`config.mk`:
```
export PLATFORM = sky130hd
export DESIGN_NAME = bcd_display_scanner
export DESIGN_NICKNAME = d
export VERILOG_FILES = /design/src/rtl/bcd_display_scanner.sv
export SDC_FILE = /design/constraint.sdc
export NUM_CORES = 1
export LEC_CHECK = 0
export ABC_AREA = 1
export BUFFER_PORTS_ARGS = -buffer_cell sky130_fd_sc_hd__buf_2
export CAP_MARGIN = 20
export CELL_PAD_IN_SITES_DETAIL_PLACEMENT = 1
export CELL_PAD_IN_SITES_GLOBAL_PLACEMENT = 1
export CORE_MARGIN = 1.5
export CORE_UTILIZATION = 39
export DETAILED_ROUTE_END_ITERATION = 8
export GPL_TIMING_DRIVEN = 0
export PLACE_DENSITY_LB_ADDON = 0.1
export SETUP_SLACK_MARGIN = 0.2
export SKIP_LAST_GASP = 1
export SYNTH_ARGS = -nofsm -noshare
export SYNTH_HDL_FRONTEND = slang
export SYNTH_SLANG_ARGS = --single-unit
```
`constraint.sdc`:
```
create_clock -name clk -period 1.6 [get_ports clk]
set_input_delay 0 -clock clk [delete_from_list [all_inputs] [get_ports clk]]
set_output_delay 0 -clock clk [all_outputs]
set_load 0.02 [all_outputs]
```
`src/rtl/bcd_display_scanner.sv`:
```
// Time-multiplexed scan controller for a common-cathode 7-segment display.
// Drives one BCD nibble and one digit enable per slot from a double-buffered value.
module bcd_display_scanner #(
  parameter int NUM_DIGITS  = 4,
  parameter int PRESCALE    = 1000,
  parameter int DEAD_CYCLES = 1
) (
  input  logic                    clk,
  input  logic                    rst_n,
  input  logic                    load,
  input  logic [4*NUM_DIGITS-1:0] digits_in,
  input  logic                    blank_lz,
  output logic [3:0]              bcd,
  output logic [NUM_DIGITS-1:0]   digit_en,
  output logic                    frame_start,
  output logic                    pending,
  output logic                    err
);

  localparam int PW = $clog2(PRESCALE);
  localparam int SW = (NUM_DIGITS > 2) ? $clog2(NUM_DIGITS) : 1;

  localparam logic [PW-1:0] PRESC_LAST = PW'(PRESCALE - 1);
  localparam logic [PW-1:0] DEAD_LIM   = PW'(DEAD_CYCLES);
  localparam logic [SW-1:0] SLOT_LAST  = SW'(NUM_DIGITS - 1);

  logic [PW-1:0]           presc;
  logic [SW-1:0]           slot;
  logic [4*NUM_DIGITS-1:0] active;
  logic [4*NUM_DIGITS-1:0] shadow;
  logic                    run;
  logic                    boundary;

  logic [NUM_DIGITS-1:0]   invalid;
  logic [NUM_DIGITS-1:0]   lz_blank;
  logic                    zero_above;
  logic [3:0]              nib;
  logic                    cur_blank;

  // run holds the scan at slot 0 / presc 0 for one edge after reset release,
  // so the first registered cycle carries frame_start like any other frame.
  assign boundary = run && (presc == PRESC_LAST) && (slot == SLOT_LAST);

  // NOTE: state registers use non-blocking assignments so every flop samples
  // the pre-edge values of its neighbours, independent of statement order.
  always_ff @(posedge clk or negedge rst_n) begin
    if (!rst_n) begin
      presc       <= '0;
      slot        <= '0;
      active      <= '0;
      shadow      <= '0;
      pending     <= 1'b0;
      frame_start <= 1'b0;
      run         <= 1'b0;
    end else begin
      run         <= 1'b1;
      frame_start <= !run || boundary;

      if (run) begin
        if (presc == PRESC_LAST) begin
          presc <= '0;
          slot  <= (slot == SLOT_LAST) ? '0 : slot + SW'(1);
        end else begin
          presc <= presc + PW'(1);
        end
      end

      if (boundary) begin
        if (load) begin
          active  <= digits_in;
          pending <= 1'b0;
        end else if (pending) begin
          active  <= shadow;
          pending <= 1'b0;
        end
      end else if (load) begin
        shadow  <= digits_in;
        pending <= 1'b1;
      end
    end
  end

  // Scan digits from the most significant down so zero_above means
  // "this nibble and every nibble above it are zero".
  // NOTE: every variable written here gets a default first, so no path can
  // leave it holding a previous value and infer a latch.
  always_comb begin
    invalid    = '0;
    lz_blank   = '0;
    zero_above = 1'b1;
    for (int i = NUM_DIGITS - 1; i >= 0; i--) begin
      zero_above  = zero_above && (active[4*i +: 4] == 4'd0);
      invalid[i]  = active[4*i +: 4] > 4'd9;
      lz_blank[i] = blank_lz && (i != 0) && zero_above;
    end
  end

  always_comb begin
    nib       = 4'd0;
    cur_blank = 1'b0;
    for (int i = 0; i < NUM_DIGITS; i++) begin
      if (slot == SW'(i)) begin
        nib       = active[4*i +: 4];
        cur_blank = invalid[i] || lz_blank[i];
      end
    end
  end

  assign bcd      = cur_blank ? 4'd0 : nib;
  assign digit_en = (!run || (presc < DEAD_LIM) || cur_blank)
                    ? '0 : (NUM_DIGITS'(1) << slot);
  assign err      = |invalid;

endmodule

```
Word level (Yosys, flattened, before mapping)
Cells that the tools add are included.
- register bits after elaboration: 47
- bits of input ports: 20
- output and inout bits: 11
- word-level logic and storage cells: 60
- $add $sub $neg: 2
- $lt $le $gt $ge: 5
- eq/ne operators: 4
- shift-type cells: 1
- mux-type cells: 16
- bitwise operators: 1
- reduce and logical (&&, ||, !) cells: 24
- operator list (cell ; count):
    $mux W16 ; 2
    $mux W4 ; 6
    $gt A4 B4 Y1 const B ; 4
    $logic_not A4 Y1 ; 3
    $add A10 B1 Y10 const B ; 1
    $eq A10 B10 Y1 const B ; 1
    $lt A10 B1 Y1 const B ; 1
    $mux W10 ; 1
    $logic_and A1 B1 Y1 ; 7
    $logic_or A1 B1 Y1 ; 6
    $mux W1 ; 6
    $reduce_and A2 Y1 ; 3
    $eq A2 B2 Y1 const B ; 2
    $reduce_bool A2 Y1 ; 2
    $reduce_or A4 Y1 ; 1
    $shl A1 B2 Y4 const A ; 1
    $add A2 B1 Y2 const B ; 1
    $eq A2 B1 Y1 const B ; 1
    $logic_not A2 Y1 ; 1
    $mux W2 ; 1
    $logic_not A1 Y1 ; 1
    $not A1 Y1 ; 1

Depth between registers and ports, before layout
Gate-level depths: netlist of the first run.
- word-level depth: 10
- depth in mapped cells: 12
- mapped depth without buffers: 12

Least setup slack after synthesis of the first run
Ideal clock, no wire load.
- path kind: register -> output
- start: register slot[1]
- end: output digit_en[0]
- data arrival time: 1.540 ns
- required time: 1.600 ns
- slack: 0.060 ns
- stages on the path, launching flop included: 13
- path buffers: 0
- cells stage by stage: dfrtp_1 > inv_1 > ha_1 > inv_1 > nor2_1 > nand2_1 > nand2_1 > nand2_1 > nand2_1 > nand2_1 > nand2_1 > nand2_1 > nor2_1
- longest elaborated chain between the ends: 7
- elaborated cells between the ends (all ways): 11
- those cells by class: eq/ne (3); shift (1); mux (5); reduce/logical (2)
- ends and longest elaborated chain (what ; RTL line ; RTL):
    start: declaration ; 28 ; logic [SW-1:0] slot;
    start signal: assignment ; 62 ; slot <= (slot == SLOT_LAST) ? '0 : slot + SW'(1);
    $logic_not A2 Y1 ; 102 ; if (slot == SW'(i)) begin
    $mux W1 (4 in a row) ; 102 ;
    $logic_or A1 B1 Y1 ; 110 ; assign digit_en = (!run || (presc < DEAD_LIM) || cur_blank)
    $mux W4 * ; 111 ; ? '0 : (NUM_DIGITS'(1) << slot);
    end: declaration ; 14 ; output logic [NUM_DIGITS-1:0] digit_en,
Mark *: on every way between the ends. The rest lies on a longest branch, timed or not.

Final worst setup path of the first run
- start: register presc[5]
- end: register shadow[7]
- longest elaborated chain between the ends: 5
- ends and longest elaborated chain (what ; RTL line ; RTL):
    start: declaration ; 27 ; logic [PW-1:0] presc;
    start signal: assignment ; 64 ; presc <= presc + PW'(1);
    $eq A10 B10 Y1 ; 42 ; assign boundary = run && (presc == PRESC_LAST) && (slot == SLOT_LAST);
    $logic_and A1 B1 Y1 (2 in a row) ; 42 ;
    $not A1 Y1 (no line) ; -- ;
    $reduce_and A2 Y1 (no line) ; -- ;
    end signal: assignment ; 77 ; shadow <= digits_in;
    end: declaration ; 30 ; logic [4*NUM_DIGITS-1:0] shadow;
Every way passes these cells.
A chain may end at the register's enable or synchronous reset.

==> summary.md, run 1 <==
| Metric | Value |
|---|---|
| CP Cell Sequence | `inv_1 -> nor3_2 -> nand3_2 -> nor2_4 -> nand2_4 -> nand2_4 -> buf_8 -> buf_12 -> buf_8 -> o21ai_0` |
| Die Ht | `84.6 um` |
| Max-Slew Margin vs Limit | `62.4%` |
| Longest Clk Path Bufs | `2` |
| Combinational power share | `26.1%` |
| Layout Area Growth over Synthesis | `64.3%` |
| Delay of the slowest cell on the worst path | `0.42 ns` |
| Failing checks | `setup timing` |
| Tot GR Track Use | `25.3%` |
| Crit. End Element | `flop` |
| Clock network power share | `31.8%` |
| H-Tree Level Count | `2` |
| Hpwl dp | `4700 um` |
| Buf/Inv on CP | `4` |
| Slew Viols, Final | `0` |
| Slowest CP cell | `dfrtp_1` |
| Clk_lat worst skew | `0.32 ns` |
| Gp weighted congestion | `0.855` |
| Finish-stage setup viols | `49` |
| VDD IR max | `0.000799 V` |
| Ant diodes | `0` |
| Clock-pin slew on the worst setup and hold paths | `0.10 ns` |
| Ys Warns | `0` |
| Num CTS Buffers | `5` |
| Critical-path maximum fanout | `5` |
| DR vias | `2811` |
| Post-layout net count | `446` |
| Global-route wire length before repair | `13900 um` |
| 1st-iter DRT viols | `179` |
| Clock Sinks | `47` |
| Average wire per standard cell | `23.6 um` |
| Internal cell power | `2.34 mW` |
| PwrDens | `817 mW/mm2` |
| Largest net degree at the start of global routing | `48` |
| Kind of critical path | `reg -> reg` |
| Cells after Synth | `314` |
| Final Skew | `0.00937 ns` |
| Vias per std cell | `5.64` |
| Net count after synthesis | `340` |
| Final WS setup | `-0.457 ns` |
| Avg Inst Size Synth | `8.27 um2` |
| Switch share | `33.0%` |
| Initial Util | `40.7%` |
| Vias in the first global route | `2743` |
| Tightest Hold Check Type | `in -> async` |
| Sequential fraction of design power | `42.0%` |
| DRC Markers | `0` |
| Pre-CTS setup slack | `-0.241 ns` |
| RSZ-0062 raised after global routing | `yes` |
| Total Wirelength | `11700 um` |
| Pleak | `2.02 nW` |
| Unique masters post-synth | `36` |
| Die width | `84.6 um` |
| Core ar. | `0.00639 mm2` |
| GR Overflow Total | `0` |
| Port bufs | `29` |
| Mapped Area | `0.00260 mm2` |
| Fmax achieved | `0.486 GHz` |
| Post-DP Area | `0.00293 mm2` |
| Final ANT Viol Nets | `0` |
| Die ar. | `0.00716 mm2` |
| Max Cap Violations | `0` |
| Tcrit/Tclk final | `129%` |
| Design area | `0.00427 mm2` |
| Fin. Hold Viols | `0` |
| DR pass1 iterations | `4` |
| Critical Path Start Type | `flop` |
| CTS tree | `done` |
| Layout cell share with drive strength beyond 1 | `53.7%` |
| Switch Pwr | `1.15 mW` |
| CP arrival | `2.24 ns` |
| Clk root buf | `clkbuf_8` |
| Initial antenna violation count | `0` |
| WP data required | `1.79 ns` |
| Fin crit period | `2.06 ns` |
| IO Count | `31` |
| Delay-heaviest family, CP | `buffers and inverters` |
| Register area share after synthesis | `45.3%` |
| Fin Setup TNS | `-12.95 ns` |
| Rows | `29` |
| Flop and latch count out of synthesis | `47` |
| Worst-margin pin slew | `0.564 ns` |
| Run status | `finished with violations` |
## cell usage after synthesis
library cell,n,area share (%)
or2_2,1,0.24
mux2i_1,5,1.9
nand3_2,1,0.39
buf_6,4,1.7
a31oi_1,5,1.2
o21ai_2,20,6.7
buf_8,1,0.58
nand2_2,9,2.2
inv_2,1,0.14
buf_2,2,0.39
conb_1,1,0.14
nor4_1,2,0.48
o2111ai_1,1,0.34
nand3b_1,1,0.29
dfrtp_1,47,45
nor3b_2,1,0.48
clkinv_2,1,0.19
nor2_1,27,3.9
clkbuf_1,3,0.43
o21ai_4,1,0.63
xor2_1,1,0.34
clkinv_1,1,0.14
nor3_2,2,0.77
nand2_4,1,0.43
nor2_4,1,0.43
a21oi_1,5,0.96
ha_1,6,2.9
and2_1,1,0.24
nor3_1,1,0.19
buf_4,1,0.29
inv_1,40,5.8
o211ai_1,1,0.29
a22oi_1,1,0.29
nand2_1,73,11
nand3_1,14,2.7
o21ai_0,31,6.0
## cell usage in the layout (no fill, tap or decap), drive strengths merged
| master | netlist | final |
|---|---|---|
| buf | 8 | 90 |
| nand2 | 83 | 83 |
| o21ai | 52 | 52 |
| dfrtp | 47 | 47 |
| inv | 41 | 41 |
| nor2 | 28 | 28 |
| dlygate4sd3 | 0 | 17 |
| nand3 | 15 | 15 |
| clkbuf | 3 | 8 |
| ha | 6 | 6 |
| a31oi | 5 | 5 |
| mux2i | 5 | 5 |
| a21oi | 5 | 5 |
| nor3 | 3 | 3 |
| clkinv | 2 | 2 |
| nor4 | 2 | 2 |
| bufinv | 0 | 2 |
| and2 | 1 | 1 |
| o211ai | 1 | 1 |
| o2111ai | 1 | 1 |
| nor3b | 1 | 1 |
| a22oi | 1 | 1 |
| xor2 | 1 | 1 |
| nand3b | 1 | 1 |
| or2 | 1 | 1 |
| clkinvlp | 0 | 1 |
| conb | 1 | 1 |
## registers in the layout, summed over array words and instances, names as in the netlist
signal,cells
active,16
shadow,16
presc,10
slot,2
frame_start,1
pending,1
run,1
## final timing paths
path,startpoint,endpoint,slack (ns),cells past startpoint
max in group asynchronous,rst_n,active[11],1.05,3
min reg2reg,shadow[0],shadow[0],0.51,2
min in group clk,load,active[1],0.24,3
max reg2reg,presc[5],shadow[7],-0.46,10
max,presc[5],shadow[7],-0.46,10
min,rst_n,frame_start,0.06,2
## final cells by class
cell class	count	area [um2]
clock buffers	5	68.8
inverters	43	199
plain buffers	11	110
flip-flops and latches	47	1180
multi-input cells	213	1610
repair buffers	99	936
well taps	77	96.3
clock inverters	3	67.6
fillers	680	2120
## layer usage
metal	wire length (um)	track usage (%)
met2	6160	45.2
met5	0	0
met3	718	3.83
met4	649	9.24
met1	4200	30.8
## kinds of logic after synthesis
kind of cell | count (synthesis) | synth area share, %
compound gates | 65 | 16.4
buf+inv | 54 | 9.69
xor+xnor | 1 | 0.337
other cells | 1 | 0.144
simple gates | 135 | 23.3
flops | 47 | 45.3
mux | 5 | 1.93
fa+ha+maj | 6 | 2.89
## per-stage QoR
stage               utilization, %  hold WS, ns  instances  total power [mW]
global route                  66.8       0.0887        498              3.61
detailed placement            45.9        0.254        420              1.85
global placement              45.9        0.256        420              1.83
CTS                           60.3        0.197        484              3.06
finish                        66.8       0.0599        498              3.49
floorplan                        -       -0.296        314              1.70
## power by group through the flow
| stage | logic, mW | clock network (mW) | registers, mW |
|---|---|---|---|
| global placement | 0.398 | 0 | 1.43 |
| detailed placement | 0.413 | 0 | 1.44 |
| global route | 0.978 | 1.15 | 1.48 |
| finish | 0.911 | 1.11 | 1.47 |
| floorplan | 0.294 | 0 | 1.41 |
| CTS | 0.577 | 1.06 | 1.42 |
## timing repair
action,CTS,global route
pin swaps,12,12
gates resized for setup,92,85
hold endpoints to repair,63,0
hold buffers,17,0
cloned,4,0
endpoints found under the setup margin,48,53
setup buffers,35,13
(Power assumes the default switching activity.)
==> inputs of run 2 (changes only) <==
--- a/config.mk
+++ b/config.mk
@@ -7,14 +7,11 @@
 export LEC_CHECK = 0
 export ABC_AREA = 1
 export BUFFER_PORTS_ARGS = -buffer_cell sky130_fd_sc_hd__buf_2
-export CAP_MARGIN = 20
-export CELL_PAD_IN_SITES_DETAIL_PLACEMENT = 1
-export CELL_PAD_IN_SITES_GLOBAL_PLACEMENT = 1
 export CORE_MARGIN = 1.5
-export CORE_UTILIZATION = 39
+export CORE_UTILIZATION = 45
 export DETAILED_ROUTE_END_ITERATION = 8
 export GPL_TIMING_DRIVEN = 0
-export PLACE_DENSITY_LB_ADDON = 0.1
+export PLACE_DENSITY = 0.67
 export SETUP_SLACK_MARGIN = 0.2
 export SKIP_LAST_GASP = 1
 export SYNTH_ARGS = -nofsm -noshare
==> run 2 against run 1 <==
Effect of this change:
- critical path depth is 1 higher
- the flow still finishes with violations (setup timing)
- global-route usage is 2.3 points lower
- non-clock buffer count is 10 lower
- final cell count is 3.0% lower
- worst setup slack better by 0.20 ns
- total power is 12% lower
- via count is 13% lower
- critical path type unchanged
==> summary.md, run 2 (same netlist as run 1, synthesis figures left out) <==
| Metric | Value |
|---|---|
| Tot GR Track Use | `23.0%` |
| PwrDens | `754 mW/mm2` |
| Multi-input gate area | `0.00152 mm2` |
| Vias per std cell | `5.07` |
| Final ANT Viol Nets | `0` |
| Gp weighted congestion | `0.794` |
| Slew Viols, Final | `0` |
| Critical-path maximum fanout | `5` |
| Longest Clk Path Bufs | `2` |
| 1st-iter DRT viols | `163` |
| WHS | `0.190 ns` |
| DR pass1 iterations | `5` |
| Clk_lat worst skew | `0.30 ns` |
| Finish-stage setup viols | `48` |
| Internal cell power | `2.16 mW` |
| Tightest Hold Check Type | `in -> reg` |
| CTS tree | `done` |
| CP most frequent cell | `buf_6` |
| Post-layout net count | `436` |
| Slowest CP cell | `dfrtp_1` |
| Largest regs | `active x16, shadow x16, presc x10` |
| Initial Util | `46.9%` |
| Average wire per standard cell | `14.2 um` |
| DRC Markers | `0` |
| Switch share | `29.3%` |
| Layout Area Growth over Synthesis | `56.1%` |
| Vias in the first global route | `2396` |
| Fin Setup TNS | `-8.04 ns` |
| Max Cap Violations | `0` |
| Kind of critical path | `reg -> reg` |
| IO Count | `31` |
| Port bufs | `29` |
| Core ar. | `0.00554 mm2` |
| Sequential fraction of design power | `47.1%` |
| Combinational power share | `23.2%` |
| Pre-CTS setup slack | `-0.191 ns` |
| M1 wire length | `2830 um` |
| FF+latch area | `0.00118 mm2` |
| WP data required | `1.77 ns` |
| Fin. Hold Viols | `0` |
| Final Skew | `0.0110 ns` |
| Global-route wire length before repair | `11200 um` |
| Initial antenna violation count | `0` |
| DR vias | `2447` |
| Switch Pwr | `896 uW` |
| Crit. End Element | `flop` |
| Total Wirelength | `6850 um` |
| Routed length on met3 | `288 um` |
| Clock Sinks | `47` |
| GR Overflow Total | `0` |
| CP Cell Sequence | `ha_4 -> inv_4 -> nor3_4 -> nand3_2 -> nor2_4 -> buf_6 -> buf_6 -> buf_6 -> clkinvlp_4 -> o21ai_1 -> a21oi_1` |
| CP arrival | `2.03 ns` |
| Fillers | `394` |
| Delay of the slowest cell on the worst path | `0.43 ns` |
| Final WS setup | `-0.253 ns` |
| Reg2Reg Setup Slack | `-0.25 ns` |
| VDD IR max | `0.000595 V` |
| Die ar. | `0.00623 mm2` |
| Run status | `finished with violations` |
| Max layer used | `met4` |
| Failing checks | `setup timing` |
| Layout cell share with drive strength beyond 1 | `48.7%` |
| Die width | `79.0 um` |
| Clock network power share | `29.8%` |
| H-Tree Level Count | `2` |
| Hpwl dp | `3970 um` |
| RSZ-0062 raised after global routing | `yes` |
| Tcrit/Tclk final | `116%` |
| Max-Slew Margin vs Limit | `56.3%` |
| Fin crit period | `1.85 ns` |
| Critical Path Start Type | `flop` |
| Clock-pin slew on the worst setup and hold paths | `0.09 ns` |
| Commonest non-fill, non-tap cell in the layout | `dfrtp_1` |
| Die Ht | `79.0 um` |
| Largest net degree at the start of global routing | `48` |
| Worst-margin pin slew | `0.656 ns` |
| Ant diodes | `0` |
| Pleak | `1.93 nW` |
| Rows | `27` |
| WL met2 | `3630 um` |
| Most frequent cells in the layout | `dfrtp_1 (45), nand2_1 (43), buf_6 (32)` |
| Fmax achieved | `0.540 GHz` |
| Num CTS Buffers | `5` |
| Clk root buf | `clkbuf_8` |
## run 2: metal layers
| metal | track usage (%) | up-vias |
|---|---|---|
| li1 | - | 1205 |
| met1 | 28.2 | 1162 |
| met2 | 41.9 | 67 |
| met3 | 3.22 | 13 |
| met4 | 6.49 | 0 |
| met5 | 0 | - |
## run 2: final timing paths
check | from | endpoint | cells after the start
max in group asynchronous | rst_n | slot[0] | 2
min in group asynchronous | rst_n | presc[8] | 2
setup / recovery | presc[0] | presc[5] | 11
setup reg to reg | presc[0] | presc[5] | 11
hold / removal | load | active[1] | 3
hold reg to reg | shadow[5] | shadow[5] | 2
## run 2: power by group through the flow
stage | Clock, mW | Combinational (mW) | Sequential (mW)
floorplan | 0 | 0.294 | 1.41
global placement | 0 | 0.391 | 1.43
detailed placement | 0 | 0.403 | 1.43
CTS | 0.916 | 0.601 | 1.41
global route | 0.975 | 0.773 | 1.45
finish | 0.910 | 0.708 | 1.44
## run 2: area by class of cell
class	instances	area share, %
sequential	47	29.1
buffer	11	2.47
clock inverter	2	0.864
clock buffer	6	2.04
tap	72	2.22
inverter	43	4.75
timing repair buffer	89	21.1
multi-input combinational	213	37.5
## run 2: worst max-delay path: cells and delay by family, from the launching register on
kind / cells / cell delay (ns)
flip-flops: 1 / 0.43
buffers and inverters: 5 / 0.45
AO/OA/AOI/OAI: 2 / 0.23
AND/OR/NAND/NOR: 3 / 0.42
adder cells (fa/ha/maj): 1 / 0.18
## run 2: repair_timing
item | in CTS | in global routing
hold buffers | 17 | 0
buffers inserted | 32 | 7
gates resized for setup | 83 | 64
endpoints found under the hold margin | 63 | 0
setup endpoints to repair | 47 | 55
gates cloned | 4 | 0
pin swaps | 15 | 17
## run 2: stage by stage
| step | cell area [um2] | total power [mW] | cells | utilization [%] |
|---|---|---|---|---|
| floorplan | 2690 | 1.70 | 314 | - |
| global placement | 2920 | 1.82 | 415 | 52.8 |
| detailed placement | 2920 | 1.83 | 415 | 52.8 |
| CTS | 3800 | 2.93 | 476 | 68.5 |
| global route | 4050 | 3.20 | 483 | 73.2 |
| finish | 4050 | 3.06 | 483 | 73.2 |
==> inputs of run 3 (changes only) <==
--- a/config.mk
+++ b/config.mk
@@ -7,11 +7,14 @@
 export LEC_CHECK = 0
 export ABC_AREA = 1
 export BUFFER_PORTS_ARGS = -buffer_cell sky130_fd_sc_hd__buf_2
-export CORE_MARGIN = 1.5
-export CORE_UTILIZATION = 45
+export CELL_PAD_IN_SITES_DETAIL_PLACEMENT = 1
+export CELL_PAD_IN_SITES_GLOBAL_PLACEMENT = 1
+export CORE_MARGIN = 4
+export CORE_UTILIZATION = 39
+export CTS_CLUSTER_DIAMETER = 200
 export DETAILED_ROUTE_END_ITERATION = 8
 export GPL_TIMING_DRIVEN = 0
-export PLACE_DENSITY = 0.67
+export PLACE_DENSITY_LB_ADDON = 0.1
 export SETUP_SLACK_MARGIN = 0.2
 export SKIP_LAST_GASP = 1
 export SYNTH_ARGS = -nofsm -noshare
==> run 3 against run 2 <==
Effect of this change:
- the run still ends with setup timing left
- global-route usage shrank 1.9 points
- combinational power up 13%
- fmax is 2.4% lower
- design area is 1.8% higher
- worst setup slack worse by 0.045 ns
- total power shrank 2.1%
- sequential cell count unchanged
- die area is 29% higher
- sequential share of layout area decreased by 0.48 points
- via count hardly changed
- first-iteration DRC count down 47%
- largest power group unchanged
==> summary.md, run 3 (same netlist as run 1, synthesis figures left out) <==
| Metric | Value |
|---|---|
| Clk root buf | `clkbuf_8` |
| Tot GR Track Use | `21.0%` |
| Gp weighted congestion | `0.770` |
| IO Count | `31` |
| Num CTS Buffers | `5` |
| DR vias | `2445` |
| WP data required | `1.60 ns` |
| Fin. Hold Viols | `0` |
| Largest net degree at the start of global routing | `48` |
| Longest Clk Path Bufs | `2` |
| Layout Area Growth over Synthesis | `58.9%` |
| Average wire per standard cell | `16.7 um` |
| Failing checks | `setup timing` |
| Clock-pin slew on the worst setup and hold paths | `0.10 ns` |
| Pleak | `1.97 nW` |
| Final ANT Viol Nets | `0` |
| Hpwl dp | `4620 um` |
| DR pass1 iterations | `4` |
| Commonest non-fill, non-tap cell in the layout | `dfrtp_1` |
| Final WS setup | `-0.298 ns` |
| CP arrival | `1.90 ns` |
| Die Ht | `89.6 um` |
| GR Overflow Total | `0` |
| Initial antenna violation count | `0` |
| Worst-case reg-to-reg path depth | `12` |
| Rows | `29` |
| Ant diodes | `0` |
| Most frequent cells in the layout | `dfrtp_1 (44), nand2_1 (43), inv_1 (30), buf_6 (30), o21ai_2 (28)` |
| Total Wirelength | `8240 um` |
| Die ar. | `0.00803 mm2` |
| Critical-path maximum fanout | `9` |
| Layout cell share with drive strength beyond 1 | `50.6%` |
| Port bufs | `29` |
| Fillers | `723` |
| Fmax achieved | `0.527 GHz` |
| Tightest Hold Check Type | `in -> reg` |
| Final Skew | `0.00936 ns` |
| Vias per std cell | `4.97` |
| Clock Sinks | `47` |
| CTS tree | `done` |
| 1st-iter DRT viols | `87` |
| Placed Cells | `420` |
| PwrDens | `725 mW/mm2` |
| Global-route wire length before repair | `12800 um` |
| Die width | `89.6 um` |
| Overall power | `2.99 mW` |
| Fin crit period | `1.90 ns` |
| Finish-stage setup viols | `49` |
| Clk_lat worst skew | `0.31 ns` |
| Max-Slew Margin vs Limit | `54.5%` |
| Vias in the first global route | `2527` |
| Worst Hold Depth | `3` |
| Worst-margin pin slew | `0.683 ns` |
| Kind of critical path | `reg -> out` |
| Crit. End Element | `output port` |
| Initial Util | `40.4%` |
| DRC Markers | `0` |
| H-Tree Level Count | `2` |
| Post-layout net count | `440` |
| Pre-CTS setup slack | `-0.203 ns` |
| Critical Path Start Type | `flop` |
| VDD IR max | `0.000449 V` |
| Slew Viols, Final | `0` |
| Run status | `finished with violations` |
| Tcrit/Tclk final | `119%` |
| Max Cap Violations | `0` |
| RSZ-0062 raised after global routing | `yes` |
| Core ar. | `0.00642 mm2` |
| Largest regs | `active x16, shadow x16, presc x10` |
| Non-Filler Instances | `492` |
==> run 3: final timing paths <==
path / startpoint / to / slack (ns)
setup / recovery: slot[1] / bcd[2] / -0.30
hold / removal: load / active[1] / 0.21
setup reg to reg: presc[1] / shadow[3] / -0.18
hold reg to reg: shadow[1] / shadow[1] / 0.49
max in group asynchronous: rst_n / run / 0.83
min in group asynchronous: rst_n / presc[4] / 0.28
==> run 3: power by group <==
group	switching, mW	internal (mW)	total [mW]
registers	0.151	1.31	1.46
logic	0.406	0.392	0.799
clock network	0.430	0.308	0.738
total	0.987	2.01	2.99
==> run 3: critical path, stage by stage, from the launching register on <==
cell and delay, ns:
dfrtp_1 0.43, buf_4 0.15, ha_1 0.18, buf_2 0.20, inv_2 0.11, nand2_1 0.07
nand2_2 0.11, clkinv_4 0.11, nor2_4 0.11, buf_6 0.12
==> run 3: area by class of cell <==
class	count	area [um2]	share of cell area [%]
flip-flops and latches	47	1180	28.6
plain buffers	11	100	2.43
multi-input cells	213	1580	38.2
inverters	43	194	4.70
clock buffers	7	76.3	1.85
well taps	77	96.3	2.33
clock inverters	1	5.00	0.121
repair buffers	93	897	21.7
==> run 3: stage by stage <==
| step | TNS [ns] | util (%) | hold WS (ns) | instance area (um2) |
|---|---|---|---|---|
| after CTS | -6.78 | 59.4 | 0.198 | 3810 |
| after global routing | -12.53 | 64.3 | 0.226 | 4130 |
| after global placement | -3.41 | 45.6 | 0.255 | 2930 |
| final | -7.58 | 64.3 | 0.209 | 4130 |
| after detailed placement | -4.65 | 45.6 | 0.266 | 2930 |
| after floorplan | 0 | - | -0.296 | 2690 |
==> run 3: what timing repair did <==
| action | CTS | global route |
|---|---|---|
| cloned | 4 | 0 |
| pin swaps | 24 | 21 |
| setup endpoints to repair | 48 | 56 |
| buffers inserted | 32 | 11 |
| resized for setup | 97 | 72 |
| hold buffers | 17 | 0 |
| endpoints found under the hold margin | 63 | 0 |
==> run 3: layer usage <==
layer | share of wire [%] | global-route usage, % | vias to the layer above
li1 | - | - | 1207
met1 | 43 | 26.0 | 1201
met2 | 54 | 38.3 | 30
met3 | 2.1 | 3.28 | 7
met4 | 1.3 | 4.87 | 0
met5 | 0 | 0 | -
